### src/rtl/spi_flash_pkg.sv
// Shared constants and FSM state type for the SPI flash command responder.
package spi_flash_pkg;

   localparam logic [7:0] CMD_BRWR = 8'h17;
   localparam logic [7:0] CMD_BRRD = 8'h16;
   localparam logic [7:0] CMD_RDID = 8'h9F;

   typedef enum logic [2:0] {
      IDLE,
      CMD,
      WR_DATA,
      RD_DATA,
      RD_ID,
      IGNORE
   } state_t;

endpackage

### src/rtl/spi_flash_cmd_responder_sync.sv
// Multi-flop input synchronizer with rise/fall detection on the synchronized level.
module spi_input_sync #(
   parameter int   SYNC_STAGES = 2,
   parameter logic RST_VAL     = 1'b0
) (
   input  logic clk,
   input  logic reset,
   input  logic i_d,
   output logic o_q,
   output logic o_rise,
   output logic o_fall
);

   logic [SYNC_STAGES-1:0] r_sync;
   logic                   r_prev;

   // Shift the pin through the sync chain and remember the previous synchronized level.
   always_ff @(posedge clk or posedge reset) begin
      if (reset) begin
         r_sync <= {SYNC_STAGES{RST_VAL}};
         r_prev <= RST_VAL;
      end else begin
         r_sync <= {r_sync[SYNC_STAGES-2:0], i_d};
         r_prev <= r_sync[SYNC_STAGES-1];
      end
   end

   assign o_q    = r_sync[SYNC_STAGES-1];
   assign o_rise = o_q & ~r_prev;
   assign o_fall = ~o_q & r_prev;

endmodule

### src/rtl/spi_flash_cmd_responder.sv
// SPI mode-0 flash-side responder implementing the Bank Address Register
// commands (BRWR/BRRD). Define SPI_FLASH_RESP_RDID_EN to add RDID (8'h9F).
module spi_flash_cmd_responder
   import spi_flash_pkg::*;
#(
   parameter logic [7:0]  BAR_RESET   = 8'h00,
   parameter logic [7:0]  BAR_WR_MASK = 8'h81,
   parameter logic [23:0] DEVICE_ID   = 24'h010219,
   parameter int          SYNC_STAGES = 2
) (
   input  logic       clk,
   input  logic       reset,
   input  logic       mlb,
   input  logic       SS,
   input  logic       SCK,
   input  logic       MOSI,
   output logic       MISO,
   output logic [7:0] bar,
   output logic       cmd_valid,
   output logic [7:0] cmd,
   output logic [7:0] rx_byte,
   output logic       byte_done,
   output logic       busy
);

   logic                   w_ss_q, w_ss_rise, w_ss_fall;
   logic                   w_sck_q_unused, w_sck_rise, w_sck_fall;
   logic [SYNC_STAGES-1:0] r_mosi_sync;
   logic                   w_mosi;

   state_t     r_state;
   logic [2:0] r_cnt;
   logic [7:0] r_shift;
   logic [7:0] r_tx;
   logic       r_mlb;
`ifdef SPI_FLASH_RESP_RDID_EN
   logic [1:0] r_idx;
`else
   logic       w_unused_id;
   assign w_unused_id = ^DEVICE_ID;
`endif

   logic [7:0] w_rx_next, w_tx_shift;
   logic       w_byte_end, w_tx_bit, w_resp;

   spi_input_sync #(.SYNC_STAGES(SYNC_STAGES), .RST_VAL(1'b1)) u_ss_sync (
      .clk(clk), .reset(reset), .i_d(SS),
      .o_q(w_ss_q), .o_rise(w_ss_rise), .o_fall(w_ss_fall)
   );

   spi_input_sync #(.SYNC_STAGES(SYNC_STAGES), .RST_VAL(1'b0)) u_sck_sync (
      .clk(clk), .reset(reset), .i_d(SCK),
      .o_q(w_sck_q_unused), .o_rise(w_sck_rise), .o_fall(w_sck_fall)
   );

   // MOSI needs only the level, aligned with the SCK edge detect.
   always_ff @(posedge clk or posedge reset) begin
      if (reset) r_mosi_sync <= '0;
      else       r_mosi_sync <= {r_mosi_sync[SYNC_STAGES-2:0], MOSI};
   end
   assign w_mosi = r_mosi_sync[SYNC_STAGES-1];

   // Bit order follows the mlb value latched at frame start, in both directions.
   assign w_rx_next  = r_mlb ? {r_shift[6:0], w_mosi} : {w_mosi, r_shift[7:1]};
   assign w_tx_bit   = r_mlb ? r_tx[7] : r_tx[0];
   assign w_tx_shift = r_mlb ? {r_tx[6:0], 1'b0} : {1'b0, r_tx[7:1]};
   assign w_byte_end = w_sck_rise && (r_state != IDLE) && (r_cnt == 3'd7);
   assign w_resp     = (r_state == RD_DATA) || (r_state == RD_ID);

   // Frame FSM: byte assembly, command decode, BAR update and MISO shifting.
   always_ff @(posedge clk or posedge reset) begin
      if (reset) begin
         r_state   <= IDLE;
         r_cnt     <= 3'd0;
         r_shift   <= 8'h00;
         r_tx      <= 8'h00;
         r_mlb     <= 1'b1;
         MISO      <= 1'b0;
         bar       <= BAR_RESET & BAR_WR_MASK;
         cmd_valid <= 1'b0;
         cmd       <= 8'h00;
         rx_byte   <= 8'h00;
         byte_done <= 1'b0;
         busy      <= 1'b0;
`ifdef SPI_FLASH_RESP_RDID_EN
         r_idx     <= 2'd0;
`endif
      end else begin
         cmd_valid <= 1'b0;
         byte_done <= 1'b0;
         busy      <= ~w_ss_q;
         case (r_state)
            IDLE: begin
               if (w_ss_fall) begin
                  r_state <= CMD;
                  r_cnt   <= 3'd0;
                  r_mlb   <= mlb;
                  r_tx    <= 8'h00;
               end
            end
            default: begin
               if (w_sck_rise) begin
                  r_shift <= w_rx_next;
                  r_cnt   <= r_cnt + 3'd1;
               end
               // Response bits change on SCK fall so they are stable at the master's rise.
               if (w_sck_fall) begin
                  MISO <= w_resp ? w_tx_bit : 1'b0;
                  r_tx <= w_tx_shift;
               end
               if (w_byte_end) begin
                  rx_byte   <= w_rx_next;
                  byte_done <= 1'b1;
                  case (r_state)
                     CMD: begin
                        cmd       <= w_rx_next;
                        cmd_valid <= 1'b1;
                        if (w_rx_next == CMD_BRWR) begin
                           r_state <= WR_DATA;
                        end else if (w_rx_next == CMD_BRRD) begin
                           r_state <= RD_DATA;
                           r_tx    <= bar;
                        end
`ifdef SPI_FLASH_RESP_RDID_EN
                        else if (w_rx_next == CMD_RDID) begin
                           r_state <= RD_ID;
                           r_tx    <= DEVICE_ID[23:16];
                           r_idx   <= 2'd1;
                        end
`endif
                        else begin
                           r_state <= IGNORE;
                        end
                     end
                     WR_DATA: begin
                        bar     <= w_rx_next & BAR_WR_MASK;
                        r_state <= IGNORE;
                     end
                     RD_DATA: r_tx <= bar;
`ifdef SPI_FLASH_RESP_RDID_EN
                     RD_ID: begin
                        case (r_idx)
                           2'd1:    r_tx <= DEVICE_ID[15:8];
                           2'd2:    r_tx <= DEVICE_ID[7:0];
                           default: r_tx <= 8'h00;
                        endcase
                        if (r_idx != 2'd3) r_idx <= r_idx + 2'd1;
                     end
`endif
                     default: ;
                  endcase
               end
               // SS rise ends the frame; a byte completing in the same clk is kept above.
               if (w_ss_rise) begin
                  r_state <= IDLE;
                  r_cnt   <= 3'd0;
                  r_tx    <= 8'h00;
                  MISO    <= 1'b0;
               end
            end
         endcase
      end
   end

endmodule
### config.mk
export PLATFORM = sky130hd
export DESIGN_NAME = spi_flash_cmd_responder
export DESIGN_NICKNAME = d
export VERILOG_FILES = /design/src/rtl/spi_flash_pkg.sv /design/src/rtl/spi_flash_cmd_responder_sync.sv /design/src/rtl/spi_flash_cmd_responder.sv
export SDC_FILE = /design/constraint.sdc
export NUM_CORES = 1
export LEC_CHECK = 0
export CAP_MARGIN = 20
export CORE_MARGIN = 10
export CORE_UTILIZATION = 25
export DETAILED_ROUTE_END_ITERATION = 12
export MAX_ROUTING_LAYER = met4
export PLACE_DENSITY = 0.52
export SYNTH_ARGS = -nofsm -noshare
export SYNTH_HDL_FRONTEND = slang
export SYNTH_SLANG_ARGS = --single-unit
### constraint.sdc
create_clock -name clk -period 3.85 [get_ports clk]
set_clock_uncertainty 0.1 [all_clocks]
set_input_delay 0.385 -clock clk [delete_from_list [all_inputs] [get_ports clk]]
set_output_delay 0.385 -clock clk [all_outputs]
set_load 0.02 [all_outputs]
== Yosys cells after proc, flatten, opt, wreduce, memory -nomap -nowiden ==
Cells that the tools add are included.
Operators by class
  add/sub/neg operators: 1
  equal/unequal tests: 8
  muxes and demuxes: 30
  bitwise operators: 9
  reduce and logical (&&, ||, !) cells: 17
Operators by type and width (number)
  $mux 8: 9
  $mux 3: 10
  $eq 8x5->1 const B: 2
  $pmux 8 s2: 1
  $reduce_and 2->1: 5
  $mux 1: 9
  $reduce_and 3->1: 3
  $reduce_bool 3->1: 3
  $eq 3x2->1 const B: 2
  $eq 3x3->1 const B: 2
  $pmux 3 s2: 1
  $not 1->1: 5
  $and 1x1->1: 4
  $reduce_bool 4->1: 1
  $add 3x1->3 const B: 1
  $eq 3x1->1 const B: 1
  $logic_not 3->1: 1
  $logic_and 1x1->1: 2
  $ne 2x1->1 const B: 1
  $reduce_bool 2->1: 1
  $logic_or 1x1->1: 1
Storage, ports and cells
  bits in registers: 53
  bits of input ports: 6
  output and inout port bits: 28
  word-level logic and storage cells: 82

== Depth between registers and ports, before layout ==
  depth after elaboration: 9
  depth in mapped cells: 9

== By module ==
A second synthesis with hierarchy kept.
Unflattened totals
  cells, all modules: 223
  area, all modules: 2366.0 um^2
Modules (own cells, without submodules)
  spi_flash_cmd_responder: instances 1, cells an instance 211, area an instance 2174.6 um^2
  spi_input_sync at u_ss_sync: instances 1, cells an instance 6, area an instance 97.6 um^2
  spi_input_sync at u_sck_sync: instances 1, cells an instance 6, area an instance 93.8 um^2

== Worst setup path after synthesis ==
OpenSTA, ideal clock, no wires.
  kind: register to register
  from: reg r_mlb
  to: reg r_tx[0]
  library setup time: 0.122 ns
  data arrival time: 1.921 ns
  required time: 3.628 ns
  slack: 1.707 ns
  cell stages (with the launch flop): 6
  clock period less this slack: 2.143 ns
  path through: dfstp_2 -> or4b_4 -> a221oi_4 -> a21oi_2 -> or3_1 -> a32o_1
On the way
  longest elaborated chain between the ends: 8
Ends and longest elaborated chain
  start: declaration: line spi_flash_cmd_responder.sv:35  | logic r_mlb;
  start signal: assignment: line spi_flash_cmd_responder.sv:97  | r_mlb <= mlb;
  $mux 8 (on tied branches): line spi_flash_cmd_responder.sv:64, spi_flash_cmd_responder.sv:66
  $eq 8x5->1 or $mux 8 (tied branches): line spi_flash_cmd_responder.sv:120, spi_flash_cmd_responder.sv:107
  $mux 8: line spi_flash_cmd_responder.sv:120  | end else if (w_rx_next == CMD_BRRD) begin
  $mux 8: line spi_flash_cmd_responder.sv:118  | if (w_rx_next == CMD_BRWR) begin
  $pmux 8 s2: line spi_flash_cmd_responder.sv:114  | case (r_state)
  $mux 8 (*): line spi_flash_cmd_responder.sv:111  | if (w_byte_end) begin
  $mux 8 (*): line spi_flash_cmd_responder.sv:154  | if (w_ss_rise) begin
  $mux 8 (*): line spi_flash_cmd_responder.sv:92  | case (r_state)
  end signal: assignment: line spi_flash_cmd_responder.sv:109  | r_tx <= w_tx_shift;
  end signal: assignment: line spi_flash_cmd_responder.sv:122  | r_tx <= bar;
  end signal: assignment: line spi_flash_cmd_responder.sv:139  | RD_DATA: r_tx <= bar;
  end: declaration: line spi_flash_cmd_responder.sv:34  | logic [7:0] r_tx;
Every way passes the cells marked *; elsewhere a longest branch is shown, timed or not.
A chain may end at the register's enable or synchronous reset.

== Final worst setup path ==
Ends and elaborated chain as after synthesis.

==> reports/qor.tcl <==
set qor(worst_r2r_startpoint) {r_mlb}
set qor(setup_viol) 0
set qor(data_arrival_time_of_the_worst_path_ps) 2610
set qor(timing.critical_path.to_type) {flip-flop}
set qor(num_vias) 1627
set qor(maxSlewHeadroom) 0.381
set qor(detailed_route_vias_per_instance) 4.60
set qor(first_global_vias) 1572
set qor(time_the_final_worst_path_needs_with_i_o_delays_and_setup_ps) 2510
set qor(num_io_pins) 34
set qor(fin_nets) 250
set qor(areaGrowthSynthToFinish_pct) 21.0
set qor(cell_at_the_root_of_the_clock_tree) {sky130_fd_sc_hd__clkbuf_8}
set qor(num_rows) 35
set qor(mappedNetlistArea_um2) 2350
set qor(grt_pass1_wl_mm) 8.27
set qor(drt_first_iter_violations) 78
set qor(required_ps) 3950
set qor(fmax_mhz) 398
set qor(hold_start) {r_mosi_sync[0]}
set qor(ys_seq_elements) 53
set qor(type_of_element_launching_the_critical_path) {flip-flop}
set qor(place.port_buffers) 27
set qor(clkTransAtPathRegs_ps) 100
set qor(mostFrequentLayoutCell) {sky130_fd_sc_hd__dfrtp_1}
set qor(maximum_number_of_pins_on_one_net_before_global_route_repair) 34
set qor(largest_buffer_count_on_any_clock_path) 2
set qor(setup_total_negative_slack_ps) 0
set qor(cellPowerDensity_nw_per_um2) 484
set qor(synth_sequential_area_ratio) 0.567
set qor(max_stage_delay_ps) 620
set qor(die-area_um2) 13700
set qor(post_cts_buffers) 0
set qor(min_period_over_period) 0.652
set qor(routabilityCongestion) 0.857
set qor(average_cell_area_after_synthesis_um2) 10.8
set qor(drt_drc_violations_left) 0
set qor(antenna_found_initial) 0
set qor(maximum_fanout_along_the_worst_path) 22
set qor(finalMaxSlewViolations) 0
set qor(min_path_type) {flip-flop to flip-flop}
set qor(grt_setup_unrepaired) {false}
set qor(synth.distinct_cells) 41
set qor(cts_tree) {done}
set qor(route.final.wire_length_mm) 4.95
set qor(worst_r2r_endpoint) {r_tx[0]}
set qor(die_x_um) 117
set qor(hold_slack_ps) 256
set qor(timing.reg2reg.setup_slack_ps) 1340
set qor(syn-instance-count) 218
set qor(detailedRoute.firstPassIterationCount) 4
set qor(max_cap_viol_count) 0
set qor(worst_skew_pair.late_latency_ps) 310
set qor(ctsResizeCount) 0
set qor(static_leakage_nw) 1.24
set qor(diodes) 0
set qor(crit_path_top_delay_cell) {sky130_fd_sc_hd__or4b_4}
set qor(holdBufCountCts) 0
set qor(final-hold-violation-count) 0
set qor(crit_path_cell_trace) {or4b_4 > a221oi_4 > a21oi_2 > or3_1 > a32o_1}
set qor(numCtsBuffers) 5
set qor(tot_pwr_mw) 1.38
set qor(fp.coreArea_um2) 9200
set qor(grt.overflow.total) 0
set qor(path_class) {flip-flop to flip-flop}
set qor(h-tree-depth) 2
set qor(max-vdd-ir-drop_uv) 217
set qor(commonest_non_fill_non_tap_cells_in_the_layout) {sky130_fd_sc_hd__dfrtp_1, sky130_fd_sc_hd__nor2_1, sky130_fd_sc_hd__clkdlybuf4s50_1}
set qor(hold-path-endpoint) {r_mosi_sync[1]}
set qor(start_util) 0.255
set qor(post-dp-hpwl_mm) 3.60
set qor(tightestPinTransition_ps) 926
set qor(grt.total_usage) 0.0773
set qor(die_y_um) 117
set qor(ant_nets) 0
set qor(whs_path_depth) 0
set qor(number_of_clock_sinks) 53
set qor(drive_above_1_share) 0.0864
set qor(run_status) {completed}
set qor(worst_r2r_path_depth) 5
set qor(ys.warnings.count) 0
set qor(avgRoutedWirePerCell_um) 14.0
synth_stat cells, drive strengths merged:
library cell | instances | share of area
a211o | 1 | 0.0037
dfstp | 4 | 0.045
nand3b | 2 | 0.0064
a221o | 1 | 0.0043
nor2 | 27 | 0.043
dfrtp | 49 | 0.52
o21ai | 18 | 0.038
nand3 | 3 | 0.0064
nor3b | 1 | 0.0032
mux2i | 16 | 0.068
a22o | 2 | 0.0075
nand4bb | 2 | 0.0096
a32o | 1 | 0.0043
o31ai | 1 | 0.0032
nor2b | 4 | 0.011
mux2 | 2 | 0.0096
nor3 | 3 | 0.0064
ha | 2 | 0.011
and3b | 2 | 0.0075
a21oi | 20 | 0.044
or3 | 2 | 0.0053
nor4 | 1 | 0.0027
inv | 4 | 0.0064
o2bb2ai | 6 | 0.022
or4b | 1 | 0.0059
a2111oi | 1 | 0.0037
a21o | 1 | 0.0032
nand4b | 1 | 0.0037
buf | 8 | 0.023
a211oi | 2 | 0.0064
clkbuf | 9 | 0.014
nand2 | 14 | 0.022
a221oi | 1 | 0.011
nand2b | 4 | 0.011
a31oi | 1 | 0.0027
conb | 1 | 0.0016
report_power, final:
group          switching [mW]  internal, mW  leakage [nW]
Sequential             0.0836         0.614         0.679
Combinational           0.131        0.0965         0.490
Clock                   0.188         0.262        0.0687
worst max-delay path by stage:
stage                         end   from  slack (ps)
after floorplan           r_tx[0]  r_mlb        1710
after global placement    r_tx[0]  r_mlb        1410
after detailed placement  r_tx[0]  r_mlb        1380
after CTS                 r_tx[0]  r_mlb        1340
after global routing      r_tx[0]  r_mlb        1200
final                     r_tx[0]  r_mlb        1340
critical path, delay by kind of cell, from the launching register on:
kind,cells,cell delay (ps)
simple gates,2,950
compound gates,3,810
flops,1,540
kinds of logic (layout without fill, tap and decap cells):
group | Yosys count | in the layout | synth area share
fa+ha+maj | 2 | 2 | 0.0107
buf+inv | 21 | 41 | 0.0437
compound gates | 56 | 56 | 0.155
flops | 53 | 53 | 0.567
other cells | 1 | 6 | 0.00160
simple gates | 67 | 67 | 0.144
mux | 18 | 18 | 0.0778
layout make-up:
cell class                      count  area (µm²)
Clock buffer                        5        68.8
Clock inverter                      3        68.8
Fill cell                         963        6360
Inverter                            4        15.0
Multi-Input combinational cell    149         932
Sequential cell                    53        1330
Tap cell                          111         139
Timing Repair Buffer               29         285
through the flow:
stage | cells | instance area (µm²) | utilization | setup WS, ps
floorplan | 223 | 2370 | - | 1710
global placement | 345 | 2700 | 0.293 | 1410
detailed placement | 345 | 2700 | 0.293 | 1380
CTS | 353 | 2830 | 0.308 | 1340
global route | 354 | 2840 | 0.309 | 1200
finish | 354 | 2840 | 0.309 | 1340
per-layer routing:
metal,global-route usage,share of wire,vias up
met5,-,0,-
met4,0.0288,0.019,0
met3,0.0158,0.032,9
met1,0.103,0.48,773
li1,-,-,808
met2,0.112,0.47,37
state kept, by name, summed over array words and instances (netlist names):
| signal | flops |
|---|---|
| cmd | 8 |
| r_shift | 8 |
| r_tx | 8 |
| rx_byte | 8 |
| r_cnt | 3 |
| r_state | 3 |
| bar | 2 |
| r_mosi_sync | 2 |
| u_sck_sync.r_sync | 2 |
| u_ss_sync.r_sync | 2 |
| MISO | 1 |
| busy | 1 |
| byte_done | 1 |
| cmd_valid | 1 |
| r_mlb | 1 |
| u_sck_sync.r_prev | 1 |
| u_ss_sync.r_prev | 1 |
(Power assumes the default switching activity.)
